===== src/rtl/uart_rx.sv =====
`default_nettype none
// ============================================================================
//  Module   : uart_rx
//  Purpose  : Serial UART receiver. Frame = 1 start bit (0), DATA_BITS data
//             bits LSB first, 1 stop bit (1), no parity; the line idles high.
//             The line is synchronized, timed by a per-bit cycle counter and
//             sampled at mid-bit. Each good word is presented with a
//             one-cycle valid strobe; a stop bit sampled low produces a
//             one-cycle frame-error strobe instead.
//  Ports    : i_clk       system clock, all logic on posedge
//             i_rst       asynchronous active-high reset
//             i_rx        serial line from pin (asynchronous to i_clk)
//             o_data      last correctly framed word, held until next good one
//             o_valid     one-cycle strobe, o_data updated this cycle
//             o_frame_err one-cycle strobe, stop bit sampled as 0
//             o_busy      high whenever the receiver is not idle
//  Revision : 1.0  initial release
// ============================================================================
module uart_rx #(
   parameter int DATA_BITS      = 8,
   parameter int CYCLES_PER_BIT = 108
) (
   input  logic                 i_clk,
   input  logic                 i_rst,
   input  logic                 i_rx,
   output logic [DATA_BITS-1:0] o_data,
   output logic                 o_valid,
   output logic                 o_frame_err,
   output logic                 o_busy
);

   // Counter reload values: half a bit to reach mid start bit, then one
   // full bit period between consecutive mid-bit samples.
   localparam logic [7:0] c_half_m1 = 8'(CYCLES_PER_BIT / 2 - 1);
   localparam logic [7:0] c_bit_m1  = 8'(CYCLES_PER_BIT - 1);
   localparam logic [3:0] c_last_ix = 4'(DATA_BITS - 1);

   typedef enum logic [2:0] {
      ST_IDLE      = 3'd0,
      ST_START     = 3'd1,
      ST_DATA      = 3'd2,
      ST_STOP      = 3'd3,
      ST_WAIT_HIGH = 3'd4
   } state_t;

   state_t               r_state;
   logic                 r_rx_m;
   logic                 r_rx_s;
   logic [7:0]           r_cnt;
   logic [3:0]           r_idx;
   logic [DATA_BITS-1:0] r_shift;
   logic                 w_tick;

   // Two-flop synchronizer; both flops reset to the idle (high) level so a
   // reset never looks like a start edge.
   always_ff @(posedge i_clk or posedge i_rst) begin
      if (i_rst) begin
         r_rx_m <= 1'b1;
         r_rx_s <= 1'b1;
      end else begin
         r_rx_m <= i_rx;
         r_rx_s <= r_rx_m;
      end
   end

   assign w_tick = (r_cnt == 8'd0);

   always_ff @(posedge i_clk or posedge i_rst) begin
      if (i_rst) begin
         r_state     <= ST_IDLE;
         r_cnt       <= 8'd0;
         r_idx       <= 4'd0;
         r_shift     <= '0;
         o_data      <= '0;
         o_valid     <= 1'b0;
         o_frame_err <= 1'b0;
         o_busy      <= 1'b0;
      end else begin
         o_valid     <= 1'b0;
         o_frame_err <= 1'b0;

         // Counter runs only while a frame is being timed; on a tick it
         // reloads a full bit period.
         if (r_state == ST_START || r_state == ST_DATA || r_state == ST_STOP) begin
            if (w_tick) begin
               r_cnt <= c_bit_m1;
            end else begin
               r_cnt <= r_cnt - 8'd1;
            end
         end

         case (r_state)
            ST_IDLE: begin
               if (!r_rx_s) begin
                  r_cnt   <= c_half_m1;
                  r_state <= ST_START;
                  o_busy  <= 1'b1;
               end
            end

            ST_START: begin
               if (w_tick) begin
                  if (!r_rx_s) begin
                     r_state <= ST_DATA;
                     r_idx   <= 4'd0;
                  end else begin
                     // Line was high again at mid start bit: a glitch.
                     r_state <= ST_IDLE;
                     o_busy  <= 1'b0;
                  end
               end
            end

            ST_DATA: begin
               if (w_tick) begin
                  // LSB arrives first, so shifting right leaves the word
                  // LSB-aligned after the last sample.
                  r_shift <= {r_rx_s, r_shift[DATA_BITS-1:1]};
                  r_idx   <= r_idx + 4'd1;
                  if (r_idx == c_last_ix) begin
                     r_state <= ST_STOP;
                  end
               end
            end

            ST_STOP: begin
               if (w_tick) begin
                  if (r_rx_s) begin
                     // Returning to idle mid stop bit lets an immediately
                     // following start edge be caught.
                     o_data  <= r_shift;
                     o_valid <= 1'b1;
                     r_state <= ST_IDLE;
                     o_busy  <= 1'b0;
                  end else begin
                     o_frame_err <= 1'b1;
                     r_state     <= ST_WAIT_HIGH;
                  end
               end
            end

            ST_WAIT_HIGH: begin
               // A line held low (break) must not be decoded as new frames.
               if (r_rx_s) begin
                  r_state <= ST_IDLE;
                  o_busy  <= 1'b0;
               end
            end

            default: begin
               r_state <= ST_IDLE;
               o_busy  <= 1'b0;
            end
         endcase
      end
   end

endmodule
`default_nettype wire


===== config.mk =====
export PLATFORM = sky130hd
export DESIGN_NAME = uart_rx
export DESIGN_NICKNAME = d
export VERILOG_FILES = /design/src/rtl/uart_rx.sv
export SDC_FILE = /design/constraint.sdc
export NUM_CORES = 1
export LEC_CHECK = 0
export CAP_MARGIN = 40
export CORE_AREA = 2 2 64 66
export DETAILED_ROUTE_END_ITERATION = 10
export DIE_AREA = 0 0 66 68
export DONT_BUFFER_PORTS = 1
export PLACE_DENSITY_LB_ADDON = 0.08
export SLEW_MARGIN = 10
export SYNTH_ARGS = -nofsm -noshare
export SYNTH_HDL_FRONTEND = slang
export SYNTH_SLANG_ARGS = --single-unit

===== constraint.sdc =====
create_clock -name i_clk -period 2.1 [get_ports i_clk]
set_input_delay 0.63 -clock i_clk [delete_from_list [all_inputs] [get_ports i_clk]]
set_output_delay 0.63 -clock i_clk [all_outputs]
set_load 0.01 [all_outputs]

==> flow_metrics.env <==
export IMPL_synth_cells=137
export IMPL_yosysSeqAreaShare_pct=54.5
export IMPL_p_leak_nw=0.894
export IMPL_required_ns=2.27
export IMPL_drt_pre_antenna_iters=4
export IMPL_setup_violations=0
export IMPL_die_y_um=68
export IMPL_max_stage_delay_ns=0.41
export IMPL_h_tree_depth=2
export IMPL_vias=1045
export IMPL_tightest_slew_ns=0.445
export IMPL_maxSlewHeadroom_pct=70.3
export IMPL_antenna_diode_count=0
export IMPL_fin_cells=195
export IMPL_synth_area_top_cells="dfrtp_1 (51%), mux2_2 (12%), dfstp_2 (3.2%), ha_1 (2.3%), o31ai_1 (2.3%)"
export IMPL_cts_buffers=5
export IMPL_grt_overflow_total=0
export IMPL_ys_seq_elements=36
export IMPL_vias_per_cell=5.36
export IMPL_post_synth_top_count_cell="dfrtp_1"
export IMPL_rsz0062_at_grt="false"
export IMPL_routed_wl_mm=2.86
export IMPL_p_per_area_mw_per_mm2=725
export IMPL_synth_cell_area_mm2=0.00166
export IMPL_yosys_area_top_type="dfrtp_1"
export IMPL_cp_start_kind="register"
export IMPL_finalCriticalPeriod_ns=1.93
export IMPL_ant_nets=0
export IMPL_r2r_end="o_data[3]"
export IMPL_post_place_ws_ns=0.102
export IMPL_core_area_mm2=0.00386
export IMPL_grt_pass1_vias=1053
export IMPL_crit_fanout=9
export IMPL_clock_path_buffers=2
export IMPL_nets=150
export IMPL_synth_top_area_share_pct=51.3
export IMPL_syn2layout_area_growth_pct=14.3
export IMPL_grt_max_degree=37
export IMPL_grt_pass1_wl_mm=5.09
export IMPL_synth_edf_count=0
export IMPL_worstSetupEndpointType="register"
export IMPL_grt_antenna_before_repair=0
export IMPL_arrival_ns=2.10
export IMPL_reg2reg_depth=7
export IMPL_cts_sinks=36
export IMPL_maxCapViolCount=0
export IMPL_clkLatencyLatePin_ns=0.29
export IMPL_crit_buf_inv=2
export IMPL_ys_types=43
export IMPL_status="completed"
export IMPL_fp_row_count=23
export IMPL_io_pins=14
export IMPL_crit_cells=7
export IMPL_dp_cells=187
export IMPL_slowest_stage="dfrtp_1"
export IMPL_timing_fmax_mhz=519
export IMPL_reg2reg_slack_ns=0.17
export IMPL_synth_net_count=143
export IMPL_slew_violations=0
export IMPL_post_cts_buffers=0
export IMPL_multi_input_area_um2=718
export IMPL_tns_ns=0
export IMPL_drt_iter0_drc=50
export IMPL_hp_class="input pin to asynchronous set/reset pin"
export IMPL_peakVddDrop_mv=0.313
export IMPL_gp_congestion=0.818
export IMPL_root_buffer="clkbuf_8"
export IMPL_start_util_pct=43.0
export IMPL_grtUsageTotal_pct=15.7
export IMPL_crit_path_start="r_cnt[0]"
export IMPL_r2r_start="r_cnt[0]"
export IMPL_num_fill_cells=361
export IMPL_post_route_drc_count=0
export IMPL_worst_hold_slack_ns=0.331
export IMPL_synth_warnings=0
export IMPL_crit_type="register to register"
export IMPL_cts_tree="yes"
export IMPL_drive_above_1_share_pct=28.3
export IMPL_ff_latch_area_um2=903
export IMPL_crit_path_end="o_data[3]"
export IMPL_clkTransAtPathRegs_ns=0.07
export IMPL_finalWorstSetupSlack_ns=0.173
export IMPL_hold_viol_final=0
export IMPL_die_area_mm2=0.00449
export IMPL_path_cells="inv_1 > ha_1 > nor3b_4 > nand2_4 > nor3_4 > buf_12 > mux2_2"
export IMPL_port_buffers=0
export IMPL_fin_skew_ns=0.00626
export IMPL_timing_final_crit_share_pct=91.8
export IMPL_ys_top_cells_by_count="dfrtp_1 (34), mux2_2 (17), nand2_1 (9), nor2_1 (7)"
export IMPL_dp_hpwl_mm=2.00
export IMPL_dieWidth_um=66
export IMPL_route_detailed_wl_per_inst_um=14.7
export IMPL_synth_ff_type="dfrtp_1"
export IMPL_synthArstFlopShare_pct=100
export IMPL_avgSynthCellArea_um2=12.1
export IMPL_fin_util_pct=49.2
export IMPL_cpLargestDelayFamily="simple AND/OR/NAND/NOR gates"
power by group:
part / internal (mW) / leakage [nW] / switching [mW]
combinational: 0.00379 / 0.353 / 0.0158
clock: 0.419 / 0.0645 / 0.237
sequential: 0.697 / 0.476 / 0.00287
timing repair:
action | CTS | global route
hold buffers | 0 | 0
endpoints found under the setup margin | 0 | 9
resized for setup | 0 | 1
stage by stage:
stage | cell area [um^2] | power (mW)
floorplan | 1660 | 0.727
global placement | 1760 | 0.733
detailed placement | 1760 | 0.734
CTS | 1890 | 1.41
global route | 1900 | 1.44
finish | 1900 | 1.37
cell type report:
cell class	count	share of cell area, %
clock buffer	7	5.08
clock inverter	1	1.58
inverter	6	1.19
multi-input combinational	90	37.9
sequential	36	47.7
tap	50	3.30
timing repair buffer	5	3.30
cells in the final DEF (no fill, tap or decap), types with 2 or more instances in the layout:
cell type and count:
a21oi_1 4, buf_12 2, buf_4 3, clkbuf_8 7
dfrtp_1 34, dfstp_2 2, ha_1 3, inv_1 6
mux2_2 17, nand2_1 9, nand3_1 6, nor2_1 7
nor3_1 5, nor3_4 2, nor4_1 2, o31ai_1 5
or3_1 2, or3b_2 2
worst min-delay path by stage:
stage,startpoint,end,slack [ns]
after floorplan,r_rx_m,r_rx_s,0.35
after global placement,r_rx_m,r_rx_s,0.35
after detailed placement,r_rx_m,r_rx_s,0.35
after CTS,i_rx,r_rx_m,0.32
after global routing,i_rx,r_rx_m,0.32
final,i_rst,r_idx[1],0.33
flip-flops by register name (all words and copies together) (netlist names):
| name | flops |
|---|---|
| o_data | 8 |
| r_cnt | 8 |
| r_shift | 8 |
| r_idx | 4 |
| r_state | 3 |
| o_busy | 1 |
| o_frame_err | 1 |
| o_valid | 1 |
| r_rx_m | 1 |
| r_rx_s | 1 |
cell families (layout without fill, tap and decap cells):
| kind of cell | Yosys count | count (layout) | synth area share (%) |
|---|---|---|---|
| flip-flops | 36 | 36 | 54.5 |
| XOR/XNOR | 2 | 2 | 1.06 |
| buffers and inverters | 11 | 19 | 2.57 |
| adder cells (fa/ha/maj) | 4 | 4 | 2.87 |
| AND/OR/NAND/NOR | 45 | 45 | 17.4 |
| AO/OA/AOI/OAI | 21 | 21 | 9.51 |
| multiplexers | 18 | 18 | 12.2 |
per-layer routing:
layer | wire length (um) | vias to the layer above | track usage (%)
li1 | - | 509 | -
met1 | 1250 | 512 | 17.9
met2 | 1420 | 17 | 25.6
met3 | 123 | 7 | 5.76
met4 | 72 | 0 | 8.67
met5 | 0 | - | 0
Power figures use the tool's default switching activity.
